`src/rtl/psram_pkg.sv`:
```
// Shared definitions for the PSRAM burst arbiter: FSM encoding, direction codes and
// default geometry.
package psram_pkg;

  typedef enum logic [2:0] {
    StIdle  = 3'd0,
    StIssue = 3'd1,
    StWrite = 3'd2,
    StRead  = 3'd3,
    StDone  = 3'd4
  } psram_state_e;

  localparam logic WR = 1'b1;
  localparam logic RD = 1'b0;

  localparam int unsigned BitWidthDefault = 16;
  localparam int unsigned BurstLenDefault = 32;

endpackage

```
`src/rtl/psram_rr_pick.sv`:
```
// Combinational round-robin picker: the first requester at or after ptr (wrapping) wins.
module psram_rr_pick #(
  parameter int unsigned NumReq = 2,
  parameter int unsigned PtrW   = 1
) (
  input  logic [NumReq-1:0] req,
  input  logic [PtrW-1:0]   ptr,
  output logic [NumReq-1:0] gnt
);

  logic        found;
  int unsigned idx;

  always_comb begin
    gnt   = '0;
    found = 1'b0;
    idx   = 0;
    for (int unsigned off = 0; off < NumReq; off++) begin
      idx = (32'(ptr) + off) % NumReq;
      if (!found && req[idx]) begin
        gnt[idx] = 1'b1;
        found    = 1'b1;
      end
    end
  end

endmodule

```
`src/rtl/psram_arbiter.sv`:
```
// Round-robin arbiter that hands whole bursts of the PSRAM controller to one of
// NUM_REQ requesters at a time.
module psram_arbiter
  import psram_pkg::*;
#(
  parameter int unsigned BIT_WIDTH = BitWidthDefault,
  parameter int unsigned BURST_LEN = BurstLenDefault,
  parameter int unsigned NUM_REQ   = 2
) (
  input  logic                           ram_clk,
  input  logic                           ram_rst,
  input  logic [NUM_REQ-1:0]             req_valid,
  input  logic [NUM_REQ-1:0]             req_rw,
  input  logic [NUM_REQ*32-1:0]          req_addr,
  input  logic [NUM_REQ*2*BIT_WIDTH-1:0] req_wdata,
  output logic [NUM_REQ-1:0]             req_grant,
  output logic [NUM_REQ-1:0]             req_wr_ack,
  output logic [NUM_REQ-1:0]             req_rd_valid,
  output logic [2*BIT_WIDTH-1:0]         rd_data,
  output logic [NUM_REQ-1:0]             req_done,
  input  logic                           ctrl_idle,
  input  logic                           ram_wr_valid,
  input  logic                           ram_rd_valid,
  input  logic [2*BIT_WIDTH-1:0]         ram_data_out,
  output logic [31:0]                    addr_in,
  output logic                           rw_ctrl,
  output logic                           ram_en,
  output logic [2*BIT_WIDTH-1:0]         ram_data_in
);

  localparam int unsigned DataW = 2 * BIT_WIDTH;
  localparam int unsigned Beats = BURST_LEN / 2;
  localparam int unsigned CntW  = $clog2(Beats) + 1;
  localparam int unsigned PtrW  = $clog2(NUM_REQ);

  psram_state_e        state_q, state_d;
  logic [PtrW-1:0]     rr_ptr_q, owner_q, pick_idx;
  logic [CntW-1:0]     beat_q;
  logic [NUM_REQ-1:0]  grant_q, rd_valid_q, pick_gnt;
  logic [31:0]         addr_q;
  logic                rw_q;
  logic [DataW-1:0]    rd_data_q;
  logic                beat_step, last_beat;

  psram_rr_pick #(
    .NumReq (NUM_REQ),
    .PtrW   (PtrW)
  ) u_pick (
    .req (req_valid),
    .ptr (rr_ptr_q),
    .gnt (pick_gnt)
  );

  always_comb begin
    pick_idx = '0;
    for (int unsigned i = 0; i < NUM_REQ; i++) begin
      if (pick_gnt[i]) pick_idx = PtrW'(i);
    end
  end

  // Beats presented outside the matching data state are ignored.
  assign beat_step = (state_q == StWrite && ram_wr_valid) || (state_q == StRead && ram_rd_valid);
  assign last_beat = (beat_q == CntW'(Beats - 1));

  always_ff @(posedge ram_clk or negedge ram_rst) begin
    if (!ram_rst) state_q <= StIdle;
    else          state_q <= state_d;
  end

  always_comb begin
    state_d = state_q;
    case (state_q)
      StIdle:  if (|req_valid) state_d = StIssue;
      StIssue: if (ctrl_idle) state_d = (rw_q == RD) ? StRead : StWrite;
      StWrite,
      StRead:  if (beat_step && last_beat) state_d = StDone;
      StDone:  state_d = StIdle;
      default: state_d = StIdle;
    endcase
  end

  always_ff @(posedge ram_clk or negedge ram_rst) begin
    if (!ram_rst) begin
      rr_ptr_q   <= '0;
      owner_q    <= '0;
      beat_q     <= '0;
      grant_q    <= '0;
      addr_q     <= '0;
      rw_q       <= WR;
      rd_data_q  <= '0;
      rd_valid_q <= '0;
    end else begin
      rd_valid_q <= '0;
      if (beat_step) beat_q <= last_beat ? '0 : beat_q + 1'b1;
      case (state_q)
        StIdle: begin
          if (|req_valid) begin
            grant_q <= pick_gnt;
            owner_q <= pick_idx;
            addr_q  <= req_addr[32*pick_idx +: 32];
            rw_q    <= req_rw[pick_idx];
          end
        end
        StWrite: if (beat_step && last_beat) grant_q <= '0;
        StRead: begin
          if (beat_step) begin
            rd_data_q  <= ram_data_out;
            rd_valid_q <= grant_q;
            if (last_beat) grant_q <= '0;
          end
        end
        StDone: rr_ptr_q <= (owner_q == PtrW'(NUM_REQ - 1)) ? '0 : owner_q + 1'b1;
        StIssue: ;
        default: begin
          beat_q  <= '0;
          grant_q <= '0;
        end
      endcase
    end
  end

  always_comb begin
    ram_en      = 1'b0;
    req_wr_ack  = '0;
    req_done    = '0;
    ram_data_in = '0;
    case (state_q)
      StIssue: ram_en = ctrl_idle;
      StWrite: begin
        ram_data_in = req_wdata[DataW*owner_q +: DataW];
        if (ram_wr_valid) req_wr_ack = grant_q;
      end
      StDone:  req_done[owner_q] = 1'b1;
      default: ;
    endcase
  end

  assign req_grant    = grant_q;
  assign req_rd_valid = rd_valid_q;
  assign rd_data      = rd_data_q;
  assign addr_in      = addr_q;
  assign rw_ctrl      = rw_q;

endmodule

```
`config.mk`:
```
export PLATFORM = sky130hd
export DESIGN_NAME = psram_arbiter
export DESIGN_NICKNAME = d
export VERILOG_FILES = /design/src/rtl/psram_pkg.sv /design/src/rtl/psram_rr_pick.sv /design/src/rtl/psram_arbiter.sv
export SDC_FILE = /design/constraint.sdc
export NUM_CORES = 1
export LEC_CHECK = 0
export CAP_MARGIN = 10
export CORE_AREA = 2 2 107 109
export DETAILED_ROUTE_END_ITERATION = 12
export DIE_AREA = 0 0 109 111
export DONT_BUFFER_PORTS = 1
export PLACE_DENSITY = 0.58
export SETUP_SLACK_MARGIN = 0.2
export SLEW_MARGIN = 20
export SYNTH_ARGS = -nofsm -noshare
export SYNTH_HDL_FRONTEND = slang
export SYNTH_SLANG_ARGS = --single-unit
```
`constraint.sdc`:
```
create_clock -name ram_clk -period 2.3 [get_ports ram_clk]
set_input_delay 0.69 -clock ram_clk [delete_from_list [all_inputs] [get_ports ram_clk]]
set_output_delay 0.69 -clock ram_clk [all_outputs]
set_load 0.01 [all_outputs]
```
# Word-level counts from Yosys, hierarchy flattened
# Cells that the tools add are included.
# W data, S select, Z words.
dict set report op_classes {
  reduce_logical 18
  muxes 37
  shift 2
  n_addsub 3
  n_bitwise 2
  eq_ne 12
  magnitude_cmp 7
}
# operator count
set op_table {}
lappend op_table {{$shiftx A64 B7 Y32} 2}
lappend op_table {{$mux W32} 1}
lappend op_table {{$mux W2} 11}
lappend op_table {{$mux W5} 3}
lappend op_table {{$mux W1} 14}
lappend op_table {{$ne A2 B2 Y1 const B} 5}
lappend op_table {{$mux W3} 3}
lappend op_table {{$pmux W3 S3} 1}
lappend op_table {{$lt A1 B2 Y1 const B} 4}
lappend op_table {{$pmux W2 S4} 1}
lappend op_table {{$logic_and A1 B1 Y1} 7}
lappend op_table {{$eq A3 B2 Y1 const B} 2}
lappend op_table {{$reduce_or A2 Y1} 3}
lappend op_table {{$add A5 B1 Y5 const B} 1}
lappend op_table {{$eq A5 B4 Y1 const B} 1}
lappend op_table {{$reduce_and A5 Y1} 1}
lappend op_table {{$reduce_or A5 Y1} 1}
lappend op_table {{$ne A2 B1 Y1 const B} 2}
lappend op_table {{$reduce_and A2 Y1} 2}
lappend op_table {{$demux W1 S1} 3}
lappend op_table {{$eq A3 B1 Y1 const B} 1}
lappend op_table {{$eq A3 B3 Y1 const B} 1}
lappend op_table {{$ge A1 B1 Y1 const B} 3}
lappend op_table {{$logic_not A3 Y1} 1}
lappend op_table {{6 further kinds} 7}
dict set report totals {
  out_inout_bits 106
  input_bits 169
  word_cells 90
  register_bits 79
}

# Longest topological paths before layout
dict set report logic_depth {
  depth_word 10
  mapped_depth 6
}

# Modules after synthesis
# Synthesis repeated with hierarchy kept, for this count alone.
dict set report hier_totals {
  hier_cells 361
  area_unflattened_um2 4011.3
}
# mod seq_area_each_um2 cells_each area_per_inst_um2 instances
set by_module_without_submodules {}
lappend by_module_without_submodules {psram_arbiter 1978.1 358 3992.6 1}
lappend by_module_without_submodules {psram_rr_pick 0.0 3 18.8 1}

# Worst setup path before layout
# Ideal clock, no wire load.
dict set report synth_path {
  path_kind {reg-to-output}
  startpoint {register state_q[1]}
  endpoint {output port ram_data_in[10]}
  slack_ps 345
  arrival_time_ps 1265
  stages_incl_launch_ff 6
  path_buffers 2
  cell_sequence {dfrtp_1 > buf_2 > and2b_1 > nand2b_1 > clkbuf_1 > nor2_1}
}
dict set report synth_between {
  elab_chain_len 2
}
# item line_no
set synth_lines {}
lappend synth_lines {{start: declaration} psram_arbiter.sv:36} ;# psram_state_e state_q, state_d;
lappend synth_lines {{start signal: assignment} psram_arbiter.sv:66} ;# if (!ram_rst) state_q <= StIdle;
lappend synth_lines {{start signal: assignment} psram_arbiter.sv:67} ;# else state_q <= state_d;
lappend synth_lines {{$eq A3 B2 Y1} psram_arbiter.sv:127} ;# case (state_q)
lappend synth_lines {{$mux W32} psram_arbiter.sv:127}
lappend synth_lines {{end: declaration} psram_arbiter.sv:28} ;# output logic [2*BIT_WIDTH-1:0] ram_data_in
# Every way passes these cells.

# Final worst setup path
dict set report layout_path {
  startpoint {register state_q[2]}
  endpoint {output port ram_data_in[14]}
}
# Same word-level chain as after synthesis.

==> metrics <==
routed len/inst 18.0 µm; Slew @ Worst Pin 623 ps; Initial Util 36.5%; Hold Vio Cnt, Final 0; gr ovfl total 0; top-level port count 275; CTS Buffer Depth 2; Synth Warn # 0; Die Y 111 µm; RSZ-0062 raised after global routing true; Synth Net Count 536; initial antenna violation count 0; count of state elements after synthesis 79; skew final 5.59 ps; CP startpoint kind register; Leak Pwr 0.00231 µW; die area 12100 µm²; drt total wl 9800 µm; power per cell area 1510 nW/µm²; routability cong. 0.741; critical path type register to primary output; crit share post-route 93.5%; Worst EP arrival 1460 ps; first-pass iteration count of the detailed router 4; initial DRC count 140; global-route usage over all layers 15.1%; Worst path max stage delay 370 ps; Area Overhead vs Synth 20.9%; Crit path max-delay family simple AND/OR/NAND/NOR gates; CTS tree yes; DP HPWL 6870 µm; ys flop type dfrtp_1; post-route ant nets 0; filler instances 1028; outcome finished, final reports clean; Max-Cap Viols 0; final net count 568; Post-synth EDFFs 0; Worst VDD drop 0.739 mV; Relative slew margins 58.4%; Max Clock Freq 465 MHz; IO buf count 0; register area share after synthesis 48.9%; total CTS buffers 9; worst skew pair latency 330 ps; Critical Path Sink Type primary output; vias in the first global route 2809; # DRC 0; Avg Cell Area, Syn 11.0 µm²; Crit Path Max Fanout 8; Min Hold Slack 54.3 ps; Post-Syn Instances 366; worst path bufs/invs 2; share of cells above drive strength 1 29.9%; CTS Sinks 79; final-report setup violation count 0; Hold Crit Class primary input to async pin; crit-path cells and2b_2 > nand2b_4 > clkbuf_16 > nor2_2 > buf_4; pin count of the biggest net entering global routing 80; # rows 39; H-Tree Depth 3; DR vias 2903; Clock Pin Slew Worst Setup and Hold Paths 60 ps; root buffer cell clkbuf_16; Synth Cell Area 4040 µm²; Sum Neg Setup Slack 0 ps; Core Region 11100 µm²; DR vias/cell 5.33; async set-reset flop share out of synthesis 100%; n_diodes 0; first-pass GRT wire length 14300 µm; Max Slew Vio Count 0; critical path required time 1610 ps; hold_buf cts 0; Final min period 2150 ps; Die X 109 µm; Netlist cell types 34; CP max-delay cell dfrtp_1
==> Yosys cell counts (2+ instances only) <==
| master | n | area share (%) |
|---|---|---|
| nand2_1 | 8 | 0.74 |
| buf_2 | 10 | 1.2 |
| a21oi_1 | 41 | 5.1 |
| inv_1 | 4 | 0.37 |
| dfrtp_1 | 78 | 48 |
| clkbuf_1 | 9 | 0.84 |
| buf_4 | 3 | 0.56 |
| mux2_2 | 4 | 1.1 |
| mux2_4 | 28 | 10 |
| mux2i_1 | 67 | 17 |
| buf_6 | 3 | 0.84 |
| nor2_1 | 76 | 7.1 |
| and3_1 | 3 | 0.46 |
| nand3_1 | 3 | 0.37 |
| o21ai_0 | 5 | 0.62 |
| nand2b_1 | 5 | 0.77 |
| a32o_1 | 2 | 0.50 |
==> repair_timing <==
item                                    4_1_cts  5_1_grt
endpoints found under the setup margin       37       37
buffers inserted                              3        0
endpoints found under the hold margin         0        0
gates cloned                                  0        3
gates resized for setup                      13       17
pin swaps                                     1        0
==> logic make-up (layout without fill, tap and decap cells) <==
kind of cell               Yosys count  in the layout  synth area share, %
and+or+nand+nor                    103            103                 11.2
muxes                               99             99                 28.1
DFF                                 79             79                 48.9
AOI/OAI and AO/OA                   55             55                 7.61
buffers and inverters               29             65                 3.84
adders and majority gates            1              1                0.309
==> cell usage in the layout (no fill, tap or decap), types with 2 or more instances in the layout <==
master / instances
nor2_2: 13
mux2i_1: 65
buf_12: 4
nand3_1: 3
nand2b_1: 3
buf_6: 2
a32o_1: 2
a21oi_1: 41
mux2_4: 28
nor2_1: 61
buf_4: 38
nand2b_4: 2
clkinv_2: 2
nand2_1: 8
dfrtp_2: 2
and3_4: 2
mux2_2: 4
inv_1: 4
o21ai_0: 4
clkbuf_16: 11
nor2_4: 2
dfrtp_1: 76
mux2i_2: 2
==> metal layers <==
metal  global-route usage (%)  vias to the layer above  routed length (µm)
li1                         -                     1332                   -
met3                     6.41                        8                1050
met5                        0                        -                   0
met2                     23.8                      164                4740
met4                     4.53                        0                  92
met1                     18.6                     1399                3920
==> power by group <==
part	switching (µW)	leakage (µW)	total, µW	internal, µW
sequential	806	0.000912	2890	2080
combinational	1490	0.00127	3230	1740
clock	548	0.000129	1270	726
total	2840	0.00231	7390	4550
==> worst register-to-register path, cell delays in order (launching register included) <==
cell and delay (ps):
dfrtp_1 370, and2b_2 240, buf_4 130, nand3_4 460, mux2_4 510
==> final cells by class <==
class	instances	area [µm²]	share of cell area, %
Sequential cell	79	1980	40.5
Tap cell	143	179	3.66
Inverter	4	15.0	0.307
Multi-Input combinational cell	258	2010	41.1
Clock inverter	5	35.0	0.717
Timing Repair Buffer	46	438	8.96
Clock buffer	10	229	4.69
==> sequential cells by signal (all words and copies together) (netlist names) <==
signal	flops
addr_in	32
beat_q	5
owner_q	1
rd_data	32
req_grant	2
req_rd_valid	2
rr_ptr_q	1
rw_ctrl	1
state_q	3
==> final timing paths <==
check,end,from,slack (ps),cells past startpoint
worst max-delay path,ram_data_in[14],state_q[2]$_DFFE_PN0P_,150,5
worst min-delay path,rd_data[15]$_DFFE_PN0P_,ram_rst,50,0
worst max register to register,rd_data[12]$_DFFE_PN0P_,state_q[2]$_DFFE_PN0P_,470,4
worst min register to register,beat_q[4]$_DFFE_PN0P_,beat_q[4]$_DFFE_PN0P_,510,2
max in group asynchronous,rw_ctrl$_DFFE_PN1P_,ram_rst,2060,0
min in group ram_clk,rd_data[11]$_DFFE_PN0P_,ram_data_out[11],510,1
==> per-stage QoR <==
step                      cells  setup WS (ps)  total power [µW]  cell area [µm²]  utilization [%]
after floorplan             366            345              4830             4040                -
after global placement      524            400              5660             4440             40.1
after detailed placement    524            367              5750             4440             40.1
after CTS                   542            145              7200             4780             43.1
after global routing        545           81.7              7900             4890             44.1
final                       545            149              7390             4890             44.1
Note: power is estimated with default switching activity, not from simulation.
